## config.mk

```make
export PLATFORM = sky130hd
export DESIGN_NAME = encoder_sys
export DESIGN_NICKNAME = d
export VERILOG_FILES = /design/src/rtl/encoder_sys.sv
export SDC_FILE = /design/constraint.sdc
export NUM_CORES = 1
export LEC_CHECK = 0
export CAP_MARGIN = 20
export CORE_ASPECT_RATIO = 0.75
export CORE_UTILIZATION = 45
export DETAILED_ROUTE_END_ITERATION = 16
export PLACE_DENSITY = 0.8
export SYNTH_ARGS = -nofsm -noshare
export SYNTH_HDL_FRONTEND = slang
export SYNTH_SLANG_ARGS = --single-unit
export TNS_END_PERCENT = 1
```

## constraint.sdc

```tcl
create_clock -name clk -period 2.5 [get_ports clk]
set_input_delay 0.5 -clock clk [delete_from_list [all_inputs] [get_ports clk]]
set_output_delay 0.5 -clock clk [all_outputs]
set_load 0.01 [all_outputs]
```

## src/rtl/encoder_sys.sv

```systemverilog
// encoder_sys: rate-1/2 feedforward convolutional encoder with selectable
// constraint length (K = 3..6) and a zero-tail termination of every frame.
//
// Ports:
//   clk                      system clock, all logic on its rising edge
//   rst                      synchronous active-high reset
//   choose_constraint_length K select, latched on the first bit of a frame
//   in_valid / in_ready      input handshake for in_bit / in_last
//   in_bit                   information bit u
//   in_last                  last information bit of the frame
//   out_valid / out_ready    output handshake for encoded_bits / out_last
//   encoded_bits             [1] = G0 parity, [0] = G1 parity
//   out_last                 final tail symbol of the frame
//   busy                     FSM is not IDLE
module encoder_sys (
  input  logic       clk,
  input  logic       rst,
  input  logic [2:0] choose_constraint_length,
  input  logic       in_valid,
  output logic       in_ready,
  input  logic       in_bit,
  input  logic       in_last,
  output logic       out_valid,
  input  logic       out_ready,
  output logic [1:0] encoded_bits,
  output logic       out_last,
  output logic       busy
);

  typedef enum logic [1:0] {IDLE, DATA, TAIL} state_e;

  state_e     state_q, state_d;
  logic [4:0] sr_q, sr_d;
  logic [2:0] k_q, k_d;
  logic [2:0] tail_cnt_q, tail_cnt_d;
  logic       out_valid_q, out_valid_d;
  logic [1:0] enc_q, enc_d;
  logic       last_q, last_d;

  logic [2:0] k_in;
  logic [2:0] k_use;
  logic       slot_free;
  logic       accept;
  logic       inject;
  logic       final_taken;
  logic       u;
  logic [5:0] g0;
  logic [5:0] g1;
  logic [5:0] taps;
  logic [1:0] parity;

  // Out-of-range K selections fall back to K=3.
  always_comb begin
    k_in = choose_constraint_length;
    if (choose_constraint_length < 3'd3 || choose_constraint_length == 3'd7) begin
      k_in = 3'd3;
    end
  end

  // The first bit of a frame is encoded with the K being latched on that same edge.
  assign k_use = (state_q == IDLE) ? k_in : k_q;

  // Generators are stored left-aligned in 6 bits so that bit 5 always taps u,
  // bit 4 taps sr[0], and so on; unused low bits are zero for shorter K.
  always_comb begin
    case (k_use)
      3'd4:    begin g0 = 6'b110100; g1 = 6'b111100; end
      3'd5:    begin g0 = 6'b100110; g1 = 6'b111010; end
      3'd6:    begin g0 = 6'b101011; g1 = 6'b111101; end
      default: begin g0 = 6'b111000; g1 = 6'b101000; end
    endcase
  end

  assign slot_free   = !out_valid_q || out_ready;
  assign in_ready    = !rst && (state_q != TAIL) && slot_free;
  assign accept      = in_valid && in_ready;
  assign inject      = (state_q == TAIL) && slot_free && (tail_cnt_q != 3'd0);
  assign final_taken = out_valid_q && last_q && out_ready;

  // Tail symbols always shift in a zero.
  assign u      = accept ? in_bit : 1'b0;
  assign taps   = {u, sr_q[0], sr_q[1], sr_q[2], sr_q[3], sr_q[4]};
  assign parity = {^(g0 & taps), ^(g1 & taps)};

  // Next-state logic for the FSM, shift register, tail counter and output slot.
  always_comb begin
    state_d     = state_q;
    sr_d        = sr_q;
    k_d         = k_q;
    tail_cnt_d  = tail_cnt_q;
    out_valid_d = out_valid_q && !out_ready;
    enc_d       = enc_q;
    last_d      = last_q;

    if (accept || inject) begin
      out_valid_d = 1'b1;
      enc_d       = parity;
      sr_d        = {sr_q[3:0], u};
      last_d      = inject && (tail_cnt_q == 3'd1);
    end

    if (accept) begin
      if (state_q == IDLE) begin
        k_d = k_in;
      end
      if (in_last) begin
        state_d    = TAIL;
        tail_cnt_d = k_use - 3'd1;
      end else begin
        state_d = DATA;
      end
    end

    if (inject) begin
      tail_cnt_d = tail_cnt_q - 3'd1;
    end

    // Clearing sr here also wipes stale high bits left over from a short K.
    if (state_q == TAIL && final_taken) begin
      state_d = IDLE;
      sr_d    = 5'd0;
    end
  end

  // State registers with synchronous reset.
  always_ff @(posedge clk) begin
    if (rst) begin
      state_q     <= IDLE;
      sr_q        <= 5'd0;
      k_q         <= 3'd3;
      tail_cnt_q  <= 3'd0;
      out_valid_q <= 1'b0;
      enc_q       <= 2'b00;
      last_q      <= 1'b0;
    end else begin
      state_q     <= state_d;
      sr_q        <= sr_d;
      k_q         <= k_d;
      tail_cnt_q  <= tail_cnt_d;
      out_valid_q <= out_valid_d;
      enc_q       <= enc_d;
      last_q      <= last_d;
    end
  end

  // Outputs are forced idle for as long as rst is held, not just after the edge.
  assign out_valid    = !rst && out_valid_q;
  assign encoded_bits = rst ? 2'b00 : enc_q;
  assign out_last     = !rst && out_valid_q && last_q;
  assign busy         = !rst && (state_q != IDLE);

endmodule

```

==> run summary <==
Status -> completed
Startpoint Class -> flop
First drt pass iteration count -> 4
Placement row count -> 15
Final Hold Slack -> 0.493 ns
Global-route wire length before repair -> 4420 µm
Final Hold Vio Count -> 0
Global placement routability congestion -> 0.811
WP data required -> 2.71 ns
Layout Utilization -> 63.8%
Final ANT Viol Nets -> 0
Die area -> 0.00262 mm²
Routed length per instance -> 14.5 µm
TritonCTS clock tree -> yes
Post-CTS Hold Fix Bufs -> 0
Post-DP HPWL -> 2060 µm
Final min period -> 2.44 ns
Clock power share -> 25.2%
Reg-to-reg endpoint -> enc_q[1]
Input/output buffers -> 14
GRT Residual Overflow -> 0
Via density -> 5.37
Comb pwr share -> 27.7%
Share of cells above drive strength 1 -> 25.8%
Leakage -> 0.569 nW
Clock transition at path regs -> 0.11 ns
Post-synth EDFFs -> 0
Internal Power -> 0.427 mW
Largest net degree at the start of global routing -> 11
Register bit total from synthesis -> 17
Final Cell Area -> 0.00146 mm²
Pwr/cell area -> 424 mW/mm²
CP arrival -> 2.65 ns
Die X -> 58.8 µm
Initial antenna violation count -> 0
Worst slew pin tran -> 0.496 ns
Min-Delay Path Depth -> 2
Worst IR Drop VDD -> 356 µV
Yosys cell types -> 42
Synth Instances -> 125
Die Y -> 44.6 µm
Syn Area/Cell -> 8.71 µm²
NetSw -> 0.192 mW
WS Path Type -> reg -> reg
Final Max Tran Viols -> 0
Final layout net count -> 173
Seq/Total Area, Yosys -> 31.3%
Commonest cells after routing, fill and taps aside -> 17 x buf_4, 16 x nor2_1, 16 x dfxtp_1
Syn Nets -> 138
Commonest non-fill, non-tap cell in the layout -> buf_4
Cells on worst reg2reg path -> 9
Worst-Skew Late Latency -> 0.30 ns
Setup TNS -> 0 ns
# Max-Cap Violations -> 0
Final period utilization -> 97.7%
Area growth from synthesis to layout -> 34.1%
R2R Path Start -> state_q[0]
Core ar. -> 0.00229 mm²
RSZ-0062 raised after global routing -> no
Hold Crit Class -> reg -> reg
Relative slew slack -> 66.8%
Drt drc -> 0
DP Area -> 0.00140 mm²
Fin Clk Skew -> 0.00571 ns
Setup-failing EPs final -> 0
Drt first-iter violations -> 23
Max clock buf depth -> 2
DR vias -> 1036
Switching portion of total power -> 31.0%
Min-Delay Endpoint -> last_q
# diodes -> 0
Total Wirelength -> 2790 µm
Num ports -> 15
Top FF cell, synth -> dfxtp_1
Total GRT Usage -> 23.0%
Hold_sp -> last_q
Post-synthesis cell area -> 0.00109 mm²
Tot Pwr -> 0.619 mW
Number of global-route vias before repair -> 957
Root buffer cell -> clkbuf_4
Starting Density -> 47.5%
Reg power frac -> 47.0%
Worst setup EP type -> flop
Flop2flop setup slack -> 0.06 ns
CP Max Fanout -> 4
Clock Sinks -> 17
Peak Freq -> 410 MHz
FFs w/ async S/R, synth -> 0%
Synth Warn # -> 0
TritonCTS buffer count -> 3
H-tree level count -> 1
-- cells in the mapped netlist (2+ instances only) --
master	count	share of area (%)
o21ai_0	4	1.8
a21oi_1	7	3.2
nor2b_1	7	4.0
xor2_1	2	1.6
nand2_1	11	3.8
o211ai_1	3	2.1
inv_1	4	1.4
ha_1	4	4.6
a311oi_1	2	1.6
nor3_1	2	0.92
nor2_1	16	5.5
a211oi_1	2	1.4
dfxtp_1	17	31
or4b_4	2	2.5
o21ai_1	3	1.4
xnor2_1	3	2.4
mux2i_1	6	5.5
nor2_2	2	1.1
a211o_1	2	1.6
nand3_1	3	1.4
clkbuf_1	2	0.69
-- flip-flops by register name (all words and copies together) (netlist names) --
register / flops
sr_q: 5
k_q: 3
enc_q: 2
last_q: 1
state_q: 2
out_valid_q: 1
tail_cnt_q: 3
-- cell type report --
class,count,area [µm²]
clock buffer,3,22.5
fill,202,830
sequential,17,344
multi-input combinational,101,743
clock inverter,1,5.00
timing repair buffer,32,277
tap,34,42.5
inverter,5,26.3
-- layer usage --
metal	wire, µm	up-vias	global-route usage (%)
li1	-	520	-
met1	1290	479	30.1
met2	1320	35	39.1
met3	165	2	5.56
met4	15	0	4.29
met5	0	-	0
-- stage by stage --
stage | setup slack (ns) | cells
global placement | -0.435 | 186
global route | 0.00931 | 193
finish | 0.0586 | 193
detailed placement | -0.524 | 186
CTS | -0.00949 | 193
floorplan | 0.0285 | 125
-- worst max path at each step --
stage | to | cells past startpoint | from
final | enc_q[1] | 9 | state_q[0]
after global routing | enc_q[1] | 9 | state_q[0]
after CTS | enc_q[1] | 9 | state_q[0]
after detailed placement | enc_q[1] | 10 | choose_constraint_length[2]
after global placement | enc_q[1] | 10 | choose_constraint_length[2]
after floorplan | enc_q[1] | 9 | choose_constraint_length[1]
-- timing repair --
action / in CTS / in global routing
pin swaps: 7 / 1
setup buffers: 3 / 0
endpoints found under the setup margin: 2 / 3
endpoints found under the hold margin: 0 / 0
resized for setup: 13 / 2
-- worst max-delay path, stage by stage, from the launching register on --
cell      delay (ns)
dfxtp_4         0.37
or4b_4          0.54
o21ai_4         0.10
ha_4            0.18
inv_4           0.04
o21ai_0         0.13
o311ai_0        0.14
a22oi_1         0.22
xnor3_1         0.43
a22o_1          0.18
-- power groups by stage --
stage / clock [mW] / sequential (mW) / combinational (mW)
after CTS: 0.160 / 0.291 / 0.172
after floorplan: 0 / 0.296 / 0.0958
after global placement: 0 / 0.297 / 0.155
after detailed placement: 0 / 0.298 / 0.163
after global routing: 0.171 / 0.292 / 0.184
final: 0.156 / 0.291 / 0.172
-- logic make-up after synthesis --
logic type,share of synthesized area [%]
adder cells (fa/ha/maj),4.60
AO/OA/AOI/OAI,20.1
XOR/XNOR,6.09
flip-flops,31.3
AND/OR/NAND/NOR,26.9
buffers and inverters,2.87
multiplexers,8.16
(Power assumes the default switching activity.)
